===== config.mk =====
export PLATFORM = sky130hd
export DESIGN_NAME = alu_ctrl_sequencer
export DESIGN_NICKNAME = d
export VERILOG_FILES = /design/src/rtl/alu_ctrl_sequencer_pkg.sv /design/src/rtl/alu_ctrl_sequencer_alu_op_decode.sv /design/src/rtl/alu_ctrl_sequencer.sv
export SDC_FILE = /design/constraint.sdc
export NUM_CORES = 1
export LEC_CHECK = 0
export ABC_AREA = 1
export CORE_MARGIN = 10
export CORE_UTILIZATION = 51
export DETAILED_ROUTE_END_ITERATION = 12
export GPL_TIMING_DRIVEN = 0
export PLACE_DENSITY = 0.94
export SLEW_MARGIN = 20
export SYNTH_ARGS = -nofsm -noshare
export SYNTH_HDL_FRONTEND = slang
export SYNTH_SLANG_ARGS = --single-unit

===== constraint.sdc =====
create_clock -name clk -period 3.8 [get_ports clk]
set_input_delay 0.76 -clock clk [delete_from_list [all_inputs] [get_ports clk]]
set_output_delay 0.76 -clock clk [all_outputs]
set_load 0.05 [all_outputs]

===== src/rtl/alu_ctrl_sequencer_pkg.sv =====
// Shared types and constants for the ALU control sequencer.
// No logic; pure definitions.
// No flow control.
package alu_ctrl_sequencer_pkg;

    typedef enum logic [2:0] {
        ST_IDLE   = 3'd0,
        ST_FETCH  = 3'd1,
        ST_DECODE = 3'd2,
        ST_EXEC   = 3'd3,
        ST_WB     = 3'd4,
        ST_HALT   = 3'd5
    } seq_state_t;

    // Instruction opcodes (instr[15:12])
    localparam logic [3:0] OP_ADD   = 4'h0;
    localparam logic [3:0] OP_INC   = 4'h1;
    localparam logic [3:0] OP_SUB   = 4'h2;
    localparam logic [3:0] OP_DEC   = 4'h3;
    localparam logic [3:0] OP_NEG   = 4'h4;
    localparam logic [3:0] OP_ZERO  = 4'h5;
    localparam logic [3:0] OP_PASSA = 4'h6;
    localparam logic [3:0] OP_NOTA  = 4'h7;
    localparam logic [3:0] OP_AND   = 4'h8;
    localparam logic [3:0] OP_OR    = 4'h9;
    localparam logic [3:0] OP_XOR   = 4'hA;
    localparam logic [3:0] OP_ONES  = 4'hB;
    localparam logic [3:0] OP_SHR   = 4'hC;
    localparam logic [3:0] OP_SHL   = 4'hD;
    localparam logic [3:0] OP_SHRF  = 4'hE;
    localparam logic [3:0] OP_HALT  = 4'hF;

    // ALU operation codes
    localparam logic [4:0] OC_ADD   = 5'b10100;
    localparam logic [4:0] OC_INC   = 5'b10000;
    localparam logic [4:0] OC_SUB   = 5'b10110;
    localparam logic [4:0] OC_DEC   = 5'b10010;
    localparam logic [4:0] OC_NEG   = 5'b10001;
    localparam logic [4:0] OC_ZERO  = 5'b00000;
    localparam logic [4:0] OC_PASSA = 5'b01010;
    localparam logic [4:0] OC_NOTA  = 5'b00101;
    localparam logic [4:0] OC_AND   = 5'b01000;
    localparam logic [4:0] OC_OR    = 5'b01110;
    localparam logic [4:0] OC_XOR   = 5'b00110;
    localparam logic [4:0] OC_ONES  = 5'b01111;
    localparam logic [4:0] OC_SHR   = 5'b11001;
    localparam logic [4:0] OC_SHL   = 5'b11000;

endpackage


===== src/rtl/alu_ctrl_sequencer_alu_op_decode.sv =====
// Maps a 4-bit instruction opcode to the ALU {oc, c0} pair and flags HALT.
// Purely combinational, zero latency.
// No flow control.
module alu_op_decode
    import alu_ctrl_sequencer_pkg::*;
(
    input  logic [3:0] op,
    output logic [4:0] oc,
    output logic       c0,
    output logic       is_halt
);

    // Opcode lookup; HALT leaves oc/c0 at ZERO since they are never latched for it
    always_comb begin
        oc      = OC_ZERO;
        c0      = 1'b0;
        is_halt = 1'b0;
        unique case (op)
            OP_ADD:   oc = OC_ADD;
            OP_INC:   begin oc = OC_INC; c0 = 1'b1; end
            OP_SUB:   begin oc = OC_SUB; c0 = 1'b1; end
            OP_DEC:   oc = OC_DEC;
            OP_NEG:   begin oc = OC_NEG; c0 = 1'b1; end
            OP_ZERO:  oc = OC_ZERO;
            OP_PASSA: oc = OC_PASSA;
            OP_NOTA:  oc = OC_NOTA;
            OP_AND:   oc = OC_AND;
            OP_OR:    oc = OC_OR;
            OP_XOR:   oc = OC_XOR;
            OP_ONES:  oc = OC_ONES;
            OP_SHR:   oc = OC_SHR;
            OP_SHL:   oc = OC_SHL;
            OP_SHRF:  begin oc = OC_SHR; c0 = 1'b1; end
            OP_HALT:  is_halt = 1'b1;
            default:  is_halt = 1'b0;
        endcase
    end

endmodule


===== src/rtl/alu_ctrl_sequencer.sv =====
// Multi-cycle FETCH/DECODE/EXEC/WB control unit driving ALU opcode and register file.
// instr_valid to rf_we is 3 cycles; 4 cycles per instruction with zero-wait memory.
// Holds instr_req and pc stable in FETCH until instr_valid; no other backpressure.
module alu_ctrl_sequencer
    import alu_ctrl_sequencer_pkg::*;
#(
    parameter int              PC_W     = 16,
    parameter logic [PC_W-1:0] RESET_PC = '0,
    parameter int              RF_AW    = 3
) (
    input  logic             clk,
    input  logic             rst,
    input  logic             start,
    output logic             instr_req,
    output logic [PC_W-1:0]  pc,
    input  logic             instr_valid,
    input  logic [15:0]      instr,
    output logic [RF_AW-1:0] rf_ra,
    output logic [RF_AW-1:0] rf_rb,
    output logic [RF_AW-1:0] rf_wa,
    output logic             rf_we,
    output logic [4:0]       alu_oc,
    output logic             alu_c0,
    output logic             busy,
    output logic             halted
);

    seq_state_t state, state_nxt;
    logic [15:0] ir;
    logic [4:0]  dec_oc;
    logic        dec_c0;
    logic        dec_halt;
    logic        ir_unused;

    assign ir_unused = ^ir[2:0];

    alu_op_decode u_dec (
        .op      (ir[15:12]),
        .oc      (dec_oc),
        .c0      (dec_c0),
        .is_halt (dec_halt)
    );

    // State register
    always_ff @(posedge clk) begin
        if (rst) state <= ST_IDLE;
        else     state <= state_nxt;
    end

    // Next-state selection; start is only honoured from IDLE or HALT
    always_comb begin
        state_nxt = state;
        unique case (state)
            ST_IDLE:   if (start) state_nxt = ST_FETCH;
            ST_FETCH:  if (instr_valid) state_nxt = ST_DECODE;
            ST_DECODE: state_nxt = dec_halt ? ST_HALT : ST_EXEC;
            ST_EXEC:   state_nxt = ST_WB;
            ST_WB:     state_nxt = ST_FETCH;
            ST_HALT:   if (start) state_nxt = ST_FETCH;
            default:   state_nxt = ST_IDLE;
        endcase
    end

    // Program counter and instruction register; pc wraps naturally at 2^PC_W
    always_ff @(posedge clk) begin
        if (rst) begin
            pc <= RESET_PC;
            ir <= '0;
        end else if ((state == ST_IDLE || state == ST_HALT) && start) begin
            pc <= RESET_PC;
        end else if (state == ST_FETCH && instr_valid) begin
            pc <= pc + PC_W'(1);
            ir <= instr;
        end
    end

    // ALU controls latch on the DECODE->EXEC transition and hold until the next one
    always_ff @(posedge clk) begin
        if (rst) begin
            alu_oc <= OC_ZERO;
            alu_c0 <= 1'b0;
        end else if (state == ST_DECODE && !dec_halt) begin
            alu_oc <= dec_oc;
            alu_c0 <= dec_c0;
        end
    end

    assign instr_req = (state == ST_FETCH);
    assign rf_we     = (state == ST_WB);
    assign halted    = (state == ST_HALT);
    assign busy      = (state != ST_IDLE) && (state != ST_HALT);
    assign rf_ra     = RF_AW'(ir[11:9]);
    assign rf_rb     = RF_AW'(ir[8:6]);
    assign rf_wa     = RF_AW'(ir[5:3]);

endmodule


# Word-level counts from Yosys, hierarchy flattened
# Cells that the tools add are included.
# word_totals
input_bits	20
elab_cells	51
register_bits	41
out_inout_bits	35
# op_classes
n_bitwise	1
eq_ne	22
n_reduce_logical	15
add_sub_neg	1
n_mux	7
# op_table
op	count
$pmux 5 s13	1
$eq 4x4->1 const B	8
$add 16x1->16 const B	1
$pmux 3 s5	1
$eq 4x3->1 const B	3
$mux 3	3
$eq 4x2->1 const B	2
$eq 3x2->1 const B	2
$eq 3x3->1 const B	2
$reduce_or 2->1	3
$eq 4x1->1 const B	1
$logic_and 1x1->1	4
$logic_not 4->1	1
$ne 2x1->1 const B	2
$reduce_and 2->1	2
$reduce_or 4->1	1
$eq 3x1->1 const B	1
$logic_not 3->1	1
$ne 3x3->1 const B	1
$reduce_bool 3->1	1
$mux 1	2
$logic_not 1->1	1
$logic_or 1x1->1	1
$not 1->1	1

# Longest topological paths before layout
# logic_depth
ltp_word	5
mapped_depth	9
ltp_nobuf	9

# Cells and area by module
# Synthesis repeated with hierarchy kept, for this count alone.
# hier_totals
hier_cells	291
hier_area_um2	1969.4
# modules_own_cells
module	seq_area_each_um2	area_each_um2	n_inst	cells_each
alu_ctrl_sequencer	760.7	1803.0	1	253
alu_op_decode	0.0	166.4	1	38

# Least setup slack after synthesis
# Ideal clock, no wire load.
# synth_timing
path_type	reg-to-output
start	register state[2]
end	output busy
slack_ns	1.468
stages_incl_launch_ff	4
required_ns	3.040
arrival_time_ns	1.572
n_path_buf	0
path_cell_list	dfxtp_1 -> nand2_1 -> nor2_1 -> a21oi_2
# synth_via
elab_chain_len	2
word_cells_on_any_way	3
cone_classes	1 x eq/ne; 2 x reduce/logical
# synth_rtl
element	line_no	source
start: declaration	alu_ctrl_sequencer.sv:28	seq_state_t state, state_nxt;
start signal: assignment	alu_ctrl_sequencer.sv:47	else state <= state_nxt;
$ne 3x3->1 or $reduce_bool 3->1 (tied branches)	alu_ctrl_sequencer.sv:91	assign busy = (state != ST_IDLE) && (state != ST_HALT);
$logic_and 1x1->1 *	alu_ctrl_sequencer.sv:91	
end: declaration	alu_ctrl_sequencer.sv:24	output logic busy,
# Mark *: on every way between the ends. The rest lies on a longest branch, timed or not.

# Worst setup path in the final report
# Same ends and word-level chain as after synthesis.

==> flow_summary_export.csv <==
group,metric,value,unit
outcome,status,"complete, no violations",
pwr,power_density,407,mW/mm^2
cts,cts_hold_buf,0,
detailed_routing,dr.first_iter.drc_count,132,
timing,slew_headroom,64.0,%
worst_setup_path,critical_path.cell_chain,"nor2_1 > a21oi_2 > clkdlybuf4s50_1",
worst_setup_path,crit_family,"buffers and inverters",
layout,final_core_util,70.4,%
synth,synthTopCellsByCount,"69 x nand2_1, 55 x nor2_1, 38 x dfxtp_1",
synth,postSynth.asyncResetShare,0,%
synth,synth_edf_count,0,
worst_hold_path,min_to,"alu_oc[0]",
global_routing,grt_use_total,15.3,%
layout,diodes,0,
detailed_routing,met1_length,2060,um
timing,fin_crit_sh,73.3,%
global_routing,grt_max_degree,11,
detailed_routing,vias_per_cell,5.22,
synth,ys_seq_elements,38,
synth,synth_nets,309,
floorplan,rows,22,
pwr,p_int,0.682,mW
pwr,switching_share,34.4,%
pwr,p_clk_share,26.1,%
placed_design,place_congestion,0.867,
timing,maxSlewViolCount,0,
worst_setup_path,worstSetupPathType,"register to output port",
layout,drive_gt1_share,8.72,%
synth,avgSynthCellArea,6.64,sq um
flow_run,maxCapViolCount,0,
detailed_routing,num_vias,2046,
global_routing,antenna_found_initial,0,
layout,layout.nets,366,
worst_setup_path,cp.required,3.04,ns
placed_design,placed_cell_area,0.00247,sq mm
synth,synth_cell_types,27,
worst_hold_path,hold_depth,2,
cts,htree_levels,2,
worst_hold_path,min_from,"alu_oc[0]",
floorplan,die_area,0.00660,sq mm
layout,syn_to_final_growth,33.6,%
cts,post_cts_resized,0,
pwr,p_leak,0.964,nW
synth,synth_seq_area_share,39.8,%
synth,yosysTopAreaCellShare,39.8,%
timing,rsz0062_at_grt,"no",
timing,hold_viol,0,
synth,synth_area_leaders,"dfxtp_1 40%, nand2_1 14%, nor2_1 11%, a21oi_1 5.5%, inv_1 5.3%",
floorplan,die-height,81.2,um
synth,yosysWarnings,0,
timing,worst_pin_slew,0.538,ns
worst_setup_path,crit_slowest_cell,"clkdlybuf4s50_1",
global_routing,grt_pass1_wl,8080,um
detailed_routing,top_layer,"met4",
placed_design,port_buffers,50,
synth,synth_cells,288,
pwr,netSwitchingPower,0.357,mW
timing,fmax,359,MHz
worst_setup_path,cp-end-kind,"output port",
timing,finClkSkew,0.00529,ns
worst_setup_path,path_max_fanout,6,
pwr,p_seq_share,43.5,%
synth,synth_flop_cell,"dfxtp_1",
cts,numCtsBuffers,5,
detailed_routing,postRouteAntennaNets,0,
detailed_routing,firstDrtPassIters,4,
worst_setup_path,start_kind,"register",
worst_setup_path,max_stage_delay,0.85,ns
cts,insertion_delay,0.29,ns
layout,fillers,316,
cts,cts_tree,"done",
cts,post_cts_buffers,0,
worst_setup_path,crit_buf_inv,1,
worst_setup_path,ff2ff_path_depth,9,
placed_design,hpwl,3790,um
worst_setup_path,regToRegStartpoint,"pc[0]",
detailed_routing,wl,4880,um
synth,synth_largest_area_cell,"dfxtp_1",
global_routing,grt_pass1_vias,1911,
timing,period_needed,2.79,ns
worst_hold_path,min_path_type,"register to register",
synth,syn_area,0.00191,sq mm
timing,setup-tns-final,0,ns
worst_setup_path,r2r_end,"pc[12]",
global_routing,grt.overflow.total,0,
worst_setup_path,worstPathArrival,2.03,ns
worst_setup_path,rrSetupSlack,2.08,ns
pwr,peakVddDrop,0.271,mV
floorplan,start_util,52.7,%
synth,synth.most_common_cell,"nand2_1",
detailed_routing,route.detailed.drc,0,
timing,finalSetupViolations,0,
cts,cts_max_path_buffers,2,
detailed_routing,met3_length,417,um
layout,design_area,0.00256,sq mm
floorplan,pin_count,55,
pwr,p_comb_share,30.5,%
floorplan,core_region_area,0.00363,sq mm
detailed_routing,routedWlPerCell,12.4,um
cts,cts_sinks,38,
detailed_routing,wl_met2,2260,um
floorplan,die_x,81.2,um
cts,clk_pin_slew,0.07,ns
cts,root_buffer,"clkbuf_8",
[metrics by stage]
step / power (mW) / hold slack, ns / std cells / worst slack, ns
detailed placement: 0.778 / 0.458 / 386 / 1.36
finish: 1.04 / 0.467 / 392 / 1.01
floorplan: 0.681 / 0.456 / 288 / 1.47
CTS: 1.05 / 0.468 / 392 / 1.03
global placement: 0.769 / 0.454 / 386 / 1.38
global route: 1.09 / 0.489 / 392 / 0.948
[state kept, by name, indices dropped and copies added, names as in the netlist]
signal  count
state       3
alu_oc      5
alu_c0      1
ir         13
pc         16
[area by class of cell]
class	instances	area, sq um	share of cell area, %
flip-flops and latches	38	761	29.8
clock buffers	6	82.6	3.23
inverters	30	113	4.41
plain buffers	15	97.6	3.82
well taps	48	60.1	2.35
repair buffers	50	500	19.6
multi-input cells	205	942	36.9
[kinds of logic after synthesis]
kind of cell | synth area share (%)
AO/OA/AOI/OAI | 13.3
flip-flops | 39.8
XOR/XNOR | 1.37
adder cells (fa/ha/maj) | 0.654
AND/OR/NAND/NOR | 33.9
buffers and inverters | 11.0
[routing by layer]
| layer | vias to the layer above | GRT usage, % |
|---|---|---|
| met1 | 929 | 16.6 |
| met3 | 11 | 4.64 |
| met4 | 0 | 9.00 |
| met2 | 80 | 25.9 |
| met5 | - | 0 |
| li1 | 1026 | - |
[worst register-to-register path, cell delays in order, from the launching register on]
cell     delay [ns]
dfxtp_1        0.43
ha_1           0.23
nand2_1        0.09
nor2_1         0.32
nand2_2        0.15
nor2_2         0.17
nand2_1        0.08
nand2_1        0.06
nand2_1        0.04
nor2_1         0.07
[power groups by stage]
stage / combinational, mW / sequential (mW) / clock (mW)
2_1_floorplan: 0.208 / 0.473 / 0
3_3_place_gp: 0.312 / 0.457 / 0
3_5_place_dp: 0.318 / 0.460 / 0
4_1_cts: 0.319 / 0.451 / 0.279
5_1_grt: 0.344 / 0.455 / 0.296
6_report: 0.317 / 0.452 / 0.271
[how the worst max path moves through the flow]
| stage | startpoint | slack [ns] | depth (start not counted) | end |
|---|---|---|---|---|
| after CTS | state[2] | 1.03 | 3 | busy |
| after global routing | state[2] | 0.95 | 3 | busy |
| after detailed placement | state[2] | 1.36 | 3 | busy |
| after floorplan | state[2] | 1.47 | 3 | busy |
| final | state[2] | 1.01 | 3 | busy |
| after global placement | state[2] | 1.38 | 3 | busy |
[layout by cell type (no fill, tap or decap), drive strengths merged]
cell type      count
buf               12
nand3b             1
nand4              3
o22ai              1
dfxtp             38
ha                 1
clkdlybuf4s50     50
nand2             71
o21ai             20
nand3             15
o31ai              1
nor3               8
o211ai             1
inv               30
o2111ai            1
xor2               3
nor2              57
a21oi             22
clkbuf             9
No activity file was read; power rests on OpenSTA's default activity.
